File: src/rtl/rr_arb_pkg.sv
// Shared types and defaults for the round-robin arbiter slice.
package rr_arb_pkg;

  localparam int DEFAULT_N        = 8;
  localparam int DEFAULT_MAX_HOLD = 15;

  typedef enum logic {
    IDLE  = 1'b0,
    GRANT = 1'b1
  } state_t;

endpackage

File: src/rtl/rr_pick.sv
// Rotated priority search: first set req bit at ptr, ptr+1, ... wrapping at N.
module rr_pick
  import rr_arb_pkg::*;
#(
  parameter int N = DEFAULT_N,
  localparam int W = $clog2(N)
) (
  input  logic [N-1:0] req,
  input  logic [W-1:0] ptr,
  output logic         found,
  output logic [W-1:0] index
);

  always_comb begin
    logic [W-1:0] j;
    found = 1'b0;
    index = '0;
    j     = '0;
    for (int unsigned i = 0; i < N; i++) begin
      j = W'((32'(ptr) + i) % N);
      if (!found && req[j]) begin
        found = 1'b1;
        index = j;
      end
    end
  end

endmodule

File: src/rtl/round_robin_arbiter.sv
// Round-robin arbiter with hold limit; one owner at a time, one idle cycle between grants.
module round_robin_arbiter
  import rr_arb_pkg::*;
#(
  parameter int N        = DEFAULT_N,
  parameter int MAX_HOLD = DEFAULT_MAX_HOLD,
  localparam int W = $clog2(N)
) (
  input  logic         clk,
  input  logic         rst,
  input  logic [N-1:0] req,
  input  logic         rel,
  output logic [N-1:0] gnt,
  output logic         gnt_valid,
  output logic [W-1:0] gnt_id,
  output logic         timeout
);

  state_t       state, state_n;
  logic [W-1:0] ptr, ptr_n;
  logic [W-1:0] gnt_id_n;
  logic [7:0]   cnt, cnt_n;
  logic         timeout_n;
  logic         found;
  logic [W-1:0] pick_idx;
  logic         expired;
  logic         grant_end;

  rr_pick #(.N(N)) u_pick (
    .req   (req),
    .ptr   (ptr),
    .found (found),
    .index (pick_idx)
  );

  always_ff @(posedge clk or posedge rst) begin
    if (rst) begin
      state   <= IDLE;
      ptr     <= '0;
      gnt_id  <= '0;
      cnt     <= '0;
      timeout <= 1'b0;
    end else begin
      state   <= state_n;
      ptr     <= ptr_n;
      gnt_id  <= gnt_id_n;
      cnt     <= cnt_n;
      timeout <= timeout_n;
    end
  end

  assign expired   = (cnt == 8'(MAX_HOLD));
  assign grant_end = rel || !req[gnt_id] || expired;

  always_comb begin
    state_n   = state;
    ptr_n     = ptr;
    gnt_id_n  = gnt_id;
    cnt_n     = cnt;
    timeout_n = 1'b0;
    unique case (state)
      IDLE: begin
        if (found) begin
          state_n  = GRANT;
          gnt_id_n = pick_idx;
          cnt_n    = 8'd1;
        end
      end
      GRANT: begin
        if (grant_end) begin
          // Timeout only when expiry is the sole reason the grant ends.
          state_n   = IDLE;
          gnt_id_n  = '0;
          cnt_n     = '0;
          ptr_n     = (gnt_id == W'(N - 1)) ? '0 : gnt_id + W'(1);
          timeout_n = expired && !rel && req[gnt_id];
        end else begin
          cnt_n = cnt + 8'd1;
        end
      end
      default: state_n = IDLE;
    endcase
  end

  always_comb begin
    gnt_valid = (state == GRANT);
  end

  for (genvar k = 0; k < N; k++) begin : g_dec
    assign gnt[k] = gnt_valid && (gnt_id == W'(k));
  end

endmodule
File: config.mk
export PLATFORM = sky130hd
export DESIGN_NAME = round_robin_arbiter
export DESIGN_NICKNAME = d
export VERILOG_FILES = /design/src/rtl/rr_arb_pkg.sv /design/src/rtl/rr_pick.sv /design/src/rtl/round_robin_arbiter.sv
export SDC_FILE = /design/constraint.sdc
export NUM_CORES = 1
export LEC_CHECK = 0
export ABC_AREA = 1
export BUFFER_PORTS_ARGS = -buffer_cell sky130_fd_sc_hd__buf_4
export CORE_MARGIN = 10
export CORE_UTILIZATION = 53
export DETAILED_ROUTE_END_ITERATION = 8
export PLACE_DENSITY = 0.85
export SYNTH_ARGS = -nofsm -noshare
export SYNTH_HDL_FRONTEND = slang
export SYNTH_SLANG_ARGS = --single-unit
File: constraint.sdc
create_clock -name clk -period 2.7 [get_ports clk]
set_input_delay 0.54 -clock clk [delete_from_list [all_inputs] [get_ports clk]]
set_output_delay 0.54 -clock clk [all_outputs]
set_load 0.01 [all_outputs]
Yosys cells after proc, flatten, opt, wreduce, memory -nomap -nowiden. Index checks and enable logic that the tools add are counted.

Bits in registers: 16. Input port bits: 11.

Bitwise operators: 1. Muxes and demuxes: 46. Equality and inequality tests: 10. Reductions and logical operators: 31. Order comparisons: 9. $add $sub $neg: 9.

Operators by type and width (count): 3-bit by 4-bit < comparator with 1-bit output (second input constant) (9); 3-bit two-way mux (11); 1-bit binary-select mux with 3-bit select (9); 1-bit two-way mux (21); 1-bit logical AND (17); 8-bit two-way mux (2); 8-bit one-hot mux with 2 select lines (1); 3-bit adder (second input constant) (4); 3-bit == test (second input constant) (4); 1-bit logical NOT (9); 8-bit by 1-bit adder with 8-bit output (second input constant) (1); 8-bit by 4-bit == test with 1-bit output (second input constant) (1); 3-bit by 1-bit adder with 3-bit output (second input constant) (2); 3-bit by 2-bit adder with 3-bit output (second input constant) (2); 3-bit by 2-bit == test with 1-bit output (second input constant) (2); 3-bit one-hot mux with 2 select lines (1); 2-bit AND reduction (2); 3-bit by 1-bit == test with 1-bit output (second input constant) (1); 3-bit logical NOT (1); 1-bit logical OR (2); 2-bit by 1-bit != test with 1-bit output (second input constant) (1); 2-bit != test (second input constant) (1); 1-bit one-hot mux with 2 select lines (1); 1-bit NOT (1).

Logic depth before layout (Yosys ltp). Gate-level depths: netlist of run 1.

Depth after elaboration: 26. Mapped depth: 18. Depth with buffers taken out: 17.

Modules after synthesis. A second synthesis of run 1 with hierarchy kept.

Cells, all modules: 275. Area total of the unflattened synthesis: 1951.9 µm².

Modules (own cells, without submodules): round_robin_arbiter (cells each 140, seq. area each 400.4 µm², times used 1, area each 1052.3 µm²); rr_pick (cells each 135, seq. area each 0.0 µm², times used 1, area each 899.6 µm²).

Worst setup path before layout of run 1. Ideal clock, no wire load.

Path kind: register -> register. Start: register ptr[1]. End: register gnt_id[0]. Data required time: 2.583 ns. Path buffers: 1. Setup time: 0.117 ns. Setup slack: 0.450 ns. Cell stages (with the launch flop): 16. Period minus slack after synthesis: 2.250 ns. Arrival: 2.132 ns. Cells stage by stage: dfrtp_1 buf_4 clkinv_2 ha_1 inv_1 nand3_1 nand3_2 nand2_2 nor2_8 nand4_4 nor2_8 nand3_4 nand2_4 inv_1 nand3_1 nand2_1.

Word-level cells in the longest chain between the ends: 26.

RTL lines: start, declared (RTL line round_robin_arbiter.sv:20) `logic [W-1:0] ptr, ptr_n;`; start signal, assigned (RTL line round_robin_arbiter.sv:45) `ptr <= ptr_n;`; branches (longest 26 deep; another with 3-bit by 1-bit adder with 3-bit output); end signal, assigned (RTL line round_robin_arbiter.sv:46) `gnt_id <= gnt_id_n;`; end, declared (RTL line round_robin_arbiter.sv:15) `output logic [W-1:0] gnt_id,`.

Parallel ways; which one is timed is not known. The select of a mux whose other input is x is not followed. A chain may end at the register's enable or synchronous reset.

Final worst setup path of run 1.
Start: register ptr[1]. End: register cnt[3].

Word-level cells in the longest chain between the ends: 25.

RTL lines: branches (longest 23 deep; another with 3-bit by 1-bit adder with 3-bit output); 1-bit two-way mux (*) (RTL line rr_pick.sv:21) `if (!found && req[j]) begin`; 2-bit != test (no source line) (*); end signal, assigned (RTL line round_robin_arbiter.sv:47) `cnt <= cnt_n;`; end, declared (RTL line round_robin_arbiter.sv:22) `logic [7:0] cnt, cnt_n;`.

Mark *: on every way between the ends. The select of a mux whose other input is x is not followed.

==> qor.csv, run 1 <==
stage;metric;value;unit
drt;num_vias;1655;
clock_network;clock_latency;290;ps
clock_network;cts-root-buf;clkbuf_4;
drt;ant_nets;0;
logic_synthesis;ys_seq_elements;16;
logic_synthesis;netlist_area;0.001709;mm^2
logic_synthesis;syn_nets;280;
die;coreArea;0.003078;mm^2
die;rows;20;
drt;drtPass1Iterations;4;
timing;rsz0062_at_grt;false;
clock_network;clockBufferDepth;2;
drt;drc;0;
die;start_util;55.53;%
global_route;grt_use_total;13.51;%
logic_synthesis;syn_avg_cell_area;6.574;um^2
worst_setup_path;critical_path_class;reg -> reg;
timing;fin_crit_sh;88.50;%
timing;clock_skew;4.403;ps
clock_network;cts.sinks;16;
clock_network;ctsResizeCount;0;
placed_design;dpl.cell_count;325;
worst_setup_path;cp-end-kind;register;
logic_synthesis;synth.distinct_cells;34;
drt;routed_wirelength;3987;um
logic_synthesis;syn_inst;260;
power_and_ir_drop;p_leak;1.074;nW
logic_synthesis;synth_top_cell_by_area;dfrtp_1;
cells_and_area;syn_to_final_growth;14.57;%
global_route;grt_pass1_vias;1596;
placed_design;dpl_cell_area;0.001922;mm^2
logic_synthesis;synth-main-ff-cell;dfrtp_1;
timing;tns;0;ps
logic_synthesis;async_flop_share;100.0;%
timing;max_freq;418.5;MHz
logic_synthesis;synth_area_leaders;dfrtp_1, nand2_1, nand3_1;
worst_setup_path;worstSetupStartpointType;register;
power_and_ir_drop;total_power;2.599;mW
cells_and_area;drive_gt1_share;18.25;%
worst_setup_path;r2r_end;cnt[3];
timing;hold_violations;0;
die;chipHeight;76.79;um
timing;finalHoldWorstSlack;301.2;ps
timing;relSlewSlack;61.45;%
clock_network;clkTransAtPathRegs;90;ps
die;dieArea;0.005896;mm^2
cells_and_area;diodes;0;
logic_synthesis;ys_seq_area_share;23.43;%
placed_design;gp_congestion;0.9760;
drt;wl_per_cell;12.12;um
logic_synthesis;yosysWarnings;0;
placed_design;dp_hpwl;3250;um
cells_and_area;nNetsFinal;306;
clock_network;cts_setup_buffers;0;
die;io-pin-count;24;
drt;routed_via_density;5.030;
logic_synthesis;synth_edf_count;0;
timing;slew_violations;0;
placed_design;io_buffers;23;
global_route;grt_pass1_wl;7003;um
cells_and_area;nFillCells;291;
hold_path;hold_path.class;in -> async;
worst_setup_path;crit_path_max_fanout;7;
flow_run;drv_cap;0;
logic_synthesis;synth.most_common_cell;nand2_1;
die;die_w;76.79;um
clock_network;cts_tree;done;
worst_setup_path;arrival;2590;ps
status;status;finished, final reports clean;
power_and_ir_drop;peakVddDrop;584.2;uV
logic_synthesis;synth_common_cells;nand2_1, nand3_1, inv_1;
cells_and_area;final_area;0.001958;mm^2
cells_and_area;final_cell_count_no_fill;329;
timing;worst_pin_slew;577.6;ps
worst_setup_path;rr_worst_depth;13;
logic_synthesis;synth_top_area_share;23.43;%
global_route;grt_max_degree;17;
clock_network;ctsHoldBuffers;0;
worst_setup_path;rrSetupSlack;310;ps
timing;period_needed;2390;ps
clock_network;htreeDepth;1;
global_route;grt-ovfl-total;0;
clock_network;cts_made_buffers;3;
worst_setup_path;r2r_start;ptr[1];
timing;setup_viol;0;
global_route;antenna_found_initial;0;
worst_setup_path;cp.required;2910;ps
power_and_ir_drop;power_density;1327;mW/mm^2
drt;drt_iter0_drc;77;
## metal layers
metal  vias to the layer above  routed length, um  GRT usage, %
met1                       730               1954         17.32
met3                         5                162         2.797
met2                        34               1849         22.77
li1                        886                  -             -
met4                         0                 21         2.416
met5                         -                  0             0
## worst max-delay path by stage
stage / startpoint / endpoint / slack, ps / cells after the start
final: ptr[1] / cnt[3] / 310 / 13
after global routing: ptr[1] / cnt[6] / 50 / 13
after CTS: ptr[1] / cnt[3] / 300 / 13
after detailed placement: ptr[1] / cnt[3] / 320 / 13
after global placement: ptr[1] / gnt_id[2] / 360 / 14
after floorplan: ptr[1] / gnt_id[0] / 450 / 15
## logic make-up (layout without fill, tap and decap cells)
family | count (synthesis) | after routing | share of synthesized area, %
and+or+nand+nor | 169 | 169 | 48.83
AOI/OAI and AO/OA | 19 | 19 | 6.370
xor gates and xnor gates | 9 | 9 | 5.491
buffers and inverters | 38 | 63 | 9.296
DFF | 16 | 16 | 23.43
adders and majority gates | 9 | 9 | 6.589
## cell type report
type                       count  area [um^2]  share of cell area [%]
clock buffer                   4        36.28                   1.853
inverter                      34        128.9                   6.581
multi-input combinational    206         1150                   58.72
sequential                    16        400.4                   20.45
tap                           44        55.05                   2.811
timing repair buffer          25        187.7                   9.585
## placed cells by master, fill, tap and decap left out, drive strengths merged
master	netlist	final
a21oi	3	3
clkbuf	1	4
dfrtp	16	16
xor2	6	6
clkinv	1	1
o22ai	1	1
nor4	2	2
nand2	85	85
nand4	3	3
nand3	42	42
xnor2	3	3
o21ai	12	12
nor3	3	3
o211ai	1	1
buf	3	25
a31o	1	1
ha	9	9
nor2	33	33
nand3b	1	1
inv	33	33
o31ai	1	1
## worst max-delay path: stages, from the launching register on
cell	delay [ps]
dfrtp_1	370
clkinv_2	120
ha_1	370
inv_1	210
nand3_1	150
nand3_2	110
nand2_2	110
nor2_8	130
nand4_4	130
nor2_8	150
nand3_4	100
nor2_4	180
nand2_1	60
o21ai_0	90
## where the power goes
part           total [mW]  switching, mW  internal [mW]
logic                2.01           1.33          0.682
clock network       0.158         0.0754         0.0822
registers           0.433          0.128          0.305
total                2.60           1.53           1.07
## through the flow
step / utilization (%) / setup slack (ps)
floorplan: - / 450.5
global placement: 62.44 / 362.2
detailed placement: 62.44 / 316.0
CTS: 63.62 / 296.1
global route: 63.62 / 52.76
finish: 63.62 / 310.4
## sequential cells by signal, summed over array words and instances, names as in the netlist
signal     cells
cnt            8
gnt_id         3
gnt_valid      1
ptr            3
timeout        1
(Power assumes the default switching activity.)
==> run 2, diff against run 1 <==
CORE_MARGIN = 5   (was 10)
PLACE_DENSITY = 0.84   (was 0.85)
SYNTH_HIERARCHICAL = 1   (was not set)
==> run 2 against run 1 <==
Compared with the run above:
- setup slack better by 3.0 ps
- clock-buffer cell count stayed put
- power is 8.6% higher
- via count is 6.5% higher
- utilization is 2.3 points lower
- register-to-register slack hardly changed
- maximum frequency is 0.12% higher
- global-route usage is 3.4 points higher
- synthesized area is 14% higher
- critical path type unchanged
- largest power group unchanged
- highest routed layer unchanged
==> qor.csv, run 2 <==
stage;metric;value;unit;change
timing;hold_violations;0;;unchanged
global_route;grt_pass1_vias;1604;;+0.50%
timing;rsz0062_at_grt;false;;
clock_network;cts_setup_buffers;0;;unchanged
worst_setup_path;arrival;2570;ps;-20 ps
logic_synthesis;synth_top_area_share;20.51;%;-2.9 points
logic_synthesis;synth.most_common_cell;nand2_1;;
drt;ant_nets;0;;unchanged
drt;drt_iter0_drc;87;;+13%
drt;routed_via_density;5.052;;+0.42%
logic_synthesis;synth_top_cell_by_area;dfrtp_1;;
worst_setup_path;crit_chain;inv_2 > ha_1 > inv_2 > nand3_1 > nand2_1 > nor2_1 > nor2_4 > nand4_4 > nor2_4 > nand3b_1 > nor2_1 > buf_4 > nand2_1 > nand2_1;;
placed_design;io_buffers;23;;unchanged
worst_setup_path;cpPeakStageDelay;380;ps;about the same
drt;drc;0;;unchanged
cells_and_area;drive_gt1_share;29.24;%;+11 points
cells_and_area;nNetsFinal;322;;+5.2%
global_route;grt-ovfl-total;0;;unchanged
flow_run;drv_cap;0;;unchanged
worst_setup_path;cp.required;2890;ps;-20 ps
drt;wl_per_cell;11.88;um;-2.0%
die;io-pin-count;24;;unchanged
timing;tns;0;ps;unchanged
clock_network;cts_made_buffers;3;;unchanged
logic_synthesis;synth_edf_count;0;;unchanged
logic_synthesis;synth_area_leaders;dfrtp_1, nand2_1, nand3_2;;
logic_synthesis;netlist_area;0.001952;mm^2;+14%
logic_synthesis;ys_seq_area_share;20.51;%;-2.9 points
power_and_ir_drop;p_leak;1.210;nW;+13%
worst_setup_path;startpoint;ptr[1];;
timing;setup_slack;313.4;ps;+2.969 ps
placed_design;dp_hpwl;3370;um;+3.7%
timing;setup_viol;0;;unchanged
global_route;grt_use_total;16.91;%;+3.4 points
logic_synthesis;ys_seq_elements;16;;unchanged
drt;routed_wirelength;4145;um;+4.0%
timing;clock_skew;2.852;ps;-1.551 ps
cells_and_area;final_cell_count_no_fill;349;;+6.1%
cells_and_area;final_area;0.002211;mm^2;+13%
timing;relSlewSlack;60.73;%;-0.72 points
placed_design;dpl_cell_area;0.002156;mm^2;+12%
global_route;grt_max_degree;17;;unchanged
logic_synthesis;syn_nets;295;;+5.4%
logic_synthesis;synth.distinct_cells;31;;-8.8%
cells_and_area;final_common_cell;nand2_1;;
worst_setup_path;path_common_cell;nand2_1;;
timing;slew_violations;0;;unchanged
placed_design;dpl.cell_count;345;;+6.2%
logic_synthesis;syn_avg_cell_area;7.098;um^2;+8.0%
die;die_w;70.69;um;-7.9%
cells_and_area;diodes;0;;unchanged
hold_path;hold_path.class;in -> async;;
logic_synthesis;synth-main-ff-cell;dfrtp_1;;
worst_setup_path;r2r_end;cnt[7];;
power_and_ir_drop;total_power;2.823;mW;+8.6%
clock_network;ctsResizeCount;0;;unchanged
timing;period_needed;2387;ps;-2.969 ps
timing;max_freq;419.0;MHz;+0.12%
cells_and_area;largestRegisters;cnt x8, gnt_id x3, ptr x3;;
clock_network;ctsHoldBuffers;0;;unchanged
worst_setup_path;rrSetupSlack;310;ps;about the same
clock_network;htreeDepth;1;;unchanged
logic_synthesis;syn_inst;275;;+5.8%
drt;drtPass1Iterations;5;;+1
status;status;finished, final reports clean;;
clock_network;cts-root-buf;clkbuf_8;;
clock_network;clockBufferDepth;2;;unchanged
cells_and_area;top_register;cnt;;
cells_and_area;syn_to_final_growth;13.27;%;
clock_network;clock_latency;250;ps;-40 ps
logic_synthesis;yosysWarnings;6;;+6
die;dieArea;0.004996;mm^2;-15%
placed_design;gp_congestion;0.9416;;-3.5%
logic_synthesis;synth_common_cells;nand2_1, inv_1, nand3_1;;
die;coreArea;0.003606;mm^2;+17%
power_and_ir_drop;peakVddDrop;730.1;uV;+25%
die;chipHeight;70.69;um;-7.9%
placed_design;dpl_worst_slack;333.7;ps;+17.70 ps
worst_setup_path;rr_worst_depth;14;;+1
global_route;grt_pass1_wl;7107;um;+1.5%
worst_setup_path;cp-end-kind;register;;
worst_setup_path;critical_path_class;reg -> reg;;
cells_and_area;largest_reg_flops;8;;unchanged
cells_and_area;mostFrequentLayoutCells;nand2_1, inv_1, nand3_1, buf_4, nand3_2;;
worst_setup_path;r2r_start;ptr[1];;
timing;fin_crit_sh;88.39;%;-0.11 points
worst_setup_path;crit_path_top_delay_cell;dfrtp_1;;
die;start_util;54.13;%;-1.4 points
drt;num_vias;1763;;+6.5%
worst_setup_path;worstSetupStartpointType;register;;
die;rows;22;;+10%
worst_setup_path;endpoint;cnt[7];;
global_route;antenna_found_initial;0;;unchanged
clock_network;clkTransAtPathRegs;60;ps;-30 ps
clock_network;cts.sinks;16;;unchanged
clock_network;cts_tree;done;;
power_and_ir_drop;power_density;1277;mW/mm^2;-3.8%
logic_synthesis;async_flop_share;100.0;%;unchanged
worst_setup_path;crit_path_max_fanout;7;;unchanged
timing;worst_pin_slew;588.4;ps;+10.86 ps
## run 2: cells by family after synthesis
family / after synthesis / synth area share (%)
AOI/OAI and AO/OA: 12 / 3.910
xor gates and xnor gates: 9 / 5.000
adders and majority gates: 9 / 5.769
buffers and inverters: 47 / 11.22
DFF: 16 / 20.51
and+or+nand+nor: 182 / 53.59
## run 2: how the worst min path moves through the flow
stage / startpoint / endpoint / slack (ps)
2_1_floorplan: rst / cnt[0] / 450
6_report: rst / ptr[2] / 360
3_3_place_gp: cnt[7] / cnt[7] / 470
3_5_place_dp: cnt[6] / cnt[6] / 490
5_1_grt: rst / ptr[2] / 420
4_1_cts: rst / cnt[5] / 380
## run 2: routing by layer
layer  vias up  track usage (%)  wire, um
met5         -                0         0
met4         0            4.175        40
met3         6            1.563       168
met2        44            28.53      2003
met1       792            23.28      1932
li1        921                -         -
## run 2: final cells by class
class	count	area, um^2
fill	316	1395
multi-input combinational	212	1333
sequential	16	400.4
timing repair buffer	27	202.7
inverter	42	160.2
tap	48	60.06
clock buffer	4	55.05
## run 2: critical path, delay by kind of cell, from the launching register on
family        cells  cell delay, ps
fa+ha+maj         1             350
flops             1             380
simple gates     10            1090
buf+inv           3             500
## run 2: report_power, final
part	switching [mW]	internal (mW)
logic	1.44	0.761
clock network	0.0786	0.129
registers	0.111	0.301
total	1.63	1.19
## run 2: through the flow
step	util [%]	hold WS, ps
finish	61.31	358.0
global route	61.31	417.7
CTS	61.31	378.8
detailed placement	59.78	491.8
global placement	59.78	465.9
floorplan	-	448.9
==> run 3, diff against run 2 <==
ABC_AREA = 0   (was 1)
SYNTH_HIERARCHICAL = not set   (was 1)
==> run 3 against run 2 <==
Compared with the run above:
- critical path type unchanged
- via count is 5.6% higher
- clock-buffer cell count did not move
- synthesized cell count down 32%
- critical path depth shrank 6
- the flow now finishes with violations (negative setup slack)
==> qor.csv, run 3 <==
stage;metric;value;unit;change
status;status;complete, but fails checks;;
status;violations;negative setup slack;;
worst_setup_path;cp-end-kind;register;;
power_and_ir_drop;peakVddDrop;783.9;uV;+7.4%
flow_run;drv_cap;0;;unchanged
die;io-pin-count;24;;unchanged
global_route;grt_max_degree;17;;unchanged
die;rows;21;;-4.5%
hold_path;hold_path.class;in -> async;;
logic_synthesis;yosysWarnings;0;;-6
worst_setup_path;cp.required;2940;ps;+50 ps
logic_synthesis;syn_nets;207;;-30%
clock_network;ctsHoldBuffers;0;;unchanged
clock_network;cts.sinks;16;;unchanged
worst_setup_path;critical_path_class;reg -> reg;;
timing;fin_crit_sh;118.2;%;+30 points
cells_and_area;largestRegisters;cnt x8, gnt_id x3, ptr x3;;
global_route;grt-ovfl-total;0;;unchanged
cells_and_area;nFillCells;241;;-24%
global_route;grt_pass1_vias;1830;;+14%
clock_network;clockBufferDepth;2;;unchanged
cells_and_area;syn_to_final_growth;31.99;%;
worst_setup_path;arrival;3430;ps;+860 ps
cells_and_area;final_common_cell;buf_4;;
logic_synthesis;synth_edf_count;0;;unchanged
logic_synthesis;synth_area_leaders;dfrtp_1, mux4_2, mux4_1;;
drt;drc;0;;unchanged
timing;relSlewSlack;57.93;%;-2.8 points
logic_synthesis;async_flop_share;100.0;%;unchanged
cells_and_area;finish.utilization;73.44;%;+12 points
cells_and_area;largest_reg_flops;8;;unchanged
power_and_ir_drop;total_power;3.410;mW;+21%
drt;drt_iter0_drc;134;;+54%
worst_setup_path;rrSetupSlack;-490;ps;-800 ps
timing;period_needed;3190;ps;+803.5 ps
logic_synthesis;synth.distinct_cells;50;;+61%
worst_setup_path;crit_path_max_fanout;6;;-1
cells_and_area;final_cell_count_no_fill;294;;-16%
clock_network;cts_tree;done;;
logic_synthesis;synth_top_cell_by_area;dfrtp_1;;
die;start_util;55.64;%;+1.5 points
timing;slew_violations;0;;unchanged
clock_network;htreeDepth;1;;unchanged
cells_and_area;drive_gt1_share;43.55;%;+14 points
global_route;antenna_found_initial;0;;unchanged
timing;finalHoldWorstSlack;313.1;ps;-44.90 ps
power_and_ir_drop;p_leak;1.153;nW;-4.8%
worst_setup_path;worstSetupStartpointType;register;;
cells_and_area;nNetsFinal;269;;-16%
timing;clock_skew;3.609;ps;+0.7574 ps
logic_synthesis;netlist_area;0.001901;mm^2;-2.6%
clock_network;clkTransAtPathRegs;100;ps;+40 ps
logic_synthesis;synth.most_common_cell;dfrtp_1;;
logic_synthesis;synth_common_cells;dfrtp_1, nand2_1, mux4_2;;
drt;drtPass1Iterations;4;;-1
timing;hold_violations;0;;unchanged
die;coreArea;0.003416;mm^2;-5.3%
drt;wl_per_cell;18.87;um;+59%
timing;worst_pin_slew;630.3;ps;+41.89 ps
clock_network;clock_latency;300;ps;+50 ps
drt;ant_nets;0;;unchanged
placed_design;gp_congestion;0.9116;;-3.2%
timing;rsz0062_at_grt;true;;
cells_and_area;mostFrequentLayoutCells;buf_4, dfrtp_1, mux4_2, nand2_1;;
timing;setup_viol;12;;+12
logic_synthesis;syn_avg_cell_area;10.16;um^2;+43%
placed_design;dp_hpwl;4008;um;+19%
placed_design;dpl.cell_count;288;;-17%
drt;routed_wirelength;5547;um;+34%
cells_and_area;top_register;cnt;;
logic_synthesis;syn_inst;187;;-32%
logic_synthesis;synth-main-ff-cell;dfrtp_1;;
drt;routed_via_density;6.330;;+25%
global_route;grt_pass1_wl;8652;um;+22%
logic_synthesis;synth_top_area_share;21.07;%;+0.55 points
global_route;grt_use_total;21.39;%;+4.5 points
timing;max_freq;313.5;MHz;-25%
power_and_ir_drop;power_density;1359;mW/mm^2;+6.4%
placed_design;io_buffers;23;;unchanged
die;chipHeight;69.89;um;-1.1%
clock_network;cts-root-buf;clkbuf_4;;
cells_and_area;diodes;0;;unchanged
die;dieArea;0.004884;mm^2;-2.3%
logic_synthesis;ys_seq_elements;16;;unchanged
cells_and_area;regArea;400.4;um^2;unchanged
logic_synthesis;ys_seq_area_share;21.07;%;+0.55 points
die;die_w;69.89;um;-1.1%
cells_and_area;multi_input_area;0.001465;mm^2;+10%
timing;setup_slack;-490.1;ps;-803.5 ps
drt;num_vias;1861;;+5.6%
clock_network;cts_made_buffers;3;;unchanged
run 3: cell count changes in the layout (fill, tap and decap cells not counted), sizes merged, moves of 7 or more:
cell / delta
a21oi: +7
nand2: -83
inv: -34
and3: +10
mux4: +19
nand4: -8
buf: +39
nand3: -47
nor2: -14
run 3: routing by layer:
metal,track usage [%],vias to the layer above,share of wire (%)
met2,38.93,65,51
met3,3.443,12,6.5
met4,4.468,0,2.1
met5,0,-,0
li1,-,863,-
met1,26.55,921,40
run 3: logic make-up (layout without fill, tap and decap cells):
kind of cell	after synthesis	in the layout	share of synthesized area (%)
AND/OR/NAND/NOR	65	65	19.62
AO/OA/AOI/OAI	44	44	16.59
multiplexers	30	30	30.09
buffers and inverters	18	79	4.410
flip-flops	16	16	21.07
adder cells (fa/ha/maj)	9	9	5.925
XOR/XNOR	5	5	2.305
run 3: final timing paths:
kind                        start   endpoint  depth (start not counted)
min reg2reg                cnt[6]     cnt[6]                          1
max                        ptr[0]  gnt_id[1]                          8
max in group asynchronous     rst    timeout                          2
min                           rst  gnt_valid                          2
max reg2reg                ptr[0]  gnt_id[1]                          8
min in group clk           cnt[6]     cnt[6]                          1
run 3: layout make-up:
cell class                 count  area share, %
clock buffer                   4          1.446
inverter                       9          1.496
multi-input combinational    153          58.40
sequential                    16          15.96
tap                           46          2.294
timing repair buffer          66          20.40
run 3: worst max-delay path, stage by stage (launching register included):
cell	delay [ps]
dfrtp_1	410
clkinvlp_4	130
ha_4	340
mux4_2	550
mux4_2	480
or4_4	480
or4b_1	490
mux2i_1	140
a211o_1	110
run 3: timing repair:
item,CTS,global route
setup endpoints to repair,12,12
pin swaps,3,2
setup buffers,1,1
resized for setup,11,7
run 3: metrics by stage:
step                      worst slack (ps)  area, um^2  setup TNS, ps
after floorplan                     -830.7        1933          -8129
after global placement              -386.5        2417          -3991
after detailed placement            -480.9        2417          -4839
after CTS                           -468.4        2469          -3777
after global routing                -578.3        2509          -5749
final                               -490.1        2509          -4468
run 3: report_power, final:
group | internal [mW] | total (mW) | switching [mW]
Combinational | 1.47 | 2.82 | 1.35
Sequential | 0.301 | 0.429 | 0.127
Clock | 0.0823 | 0.165 | 0.0830
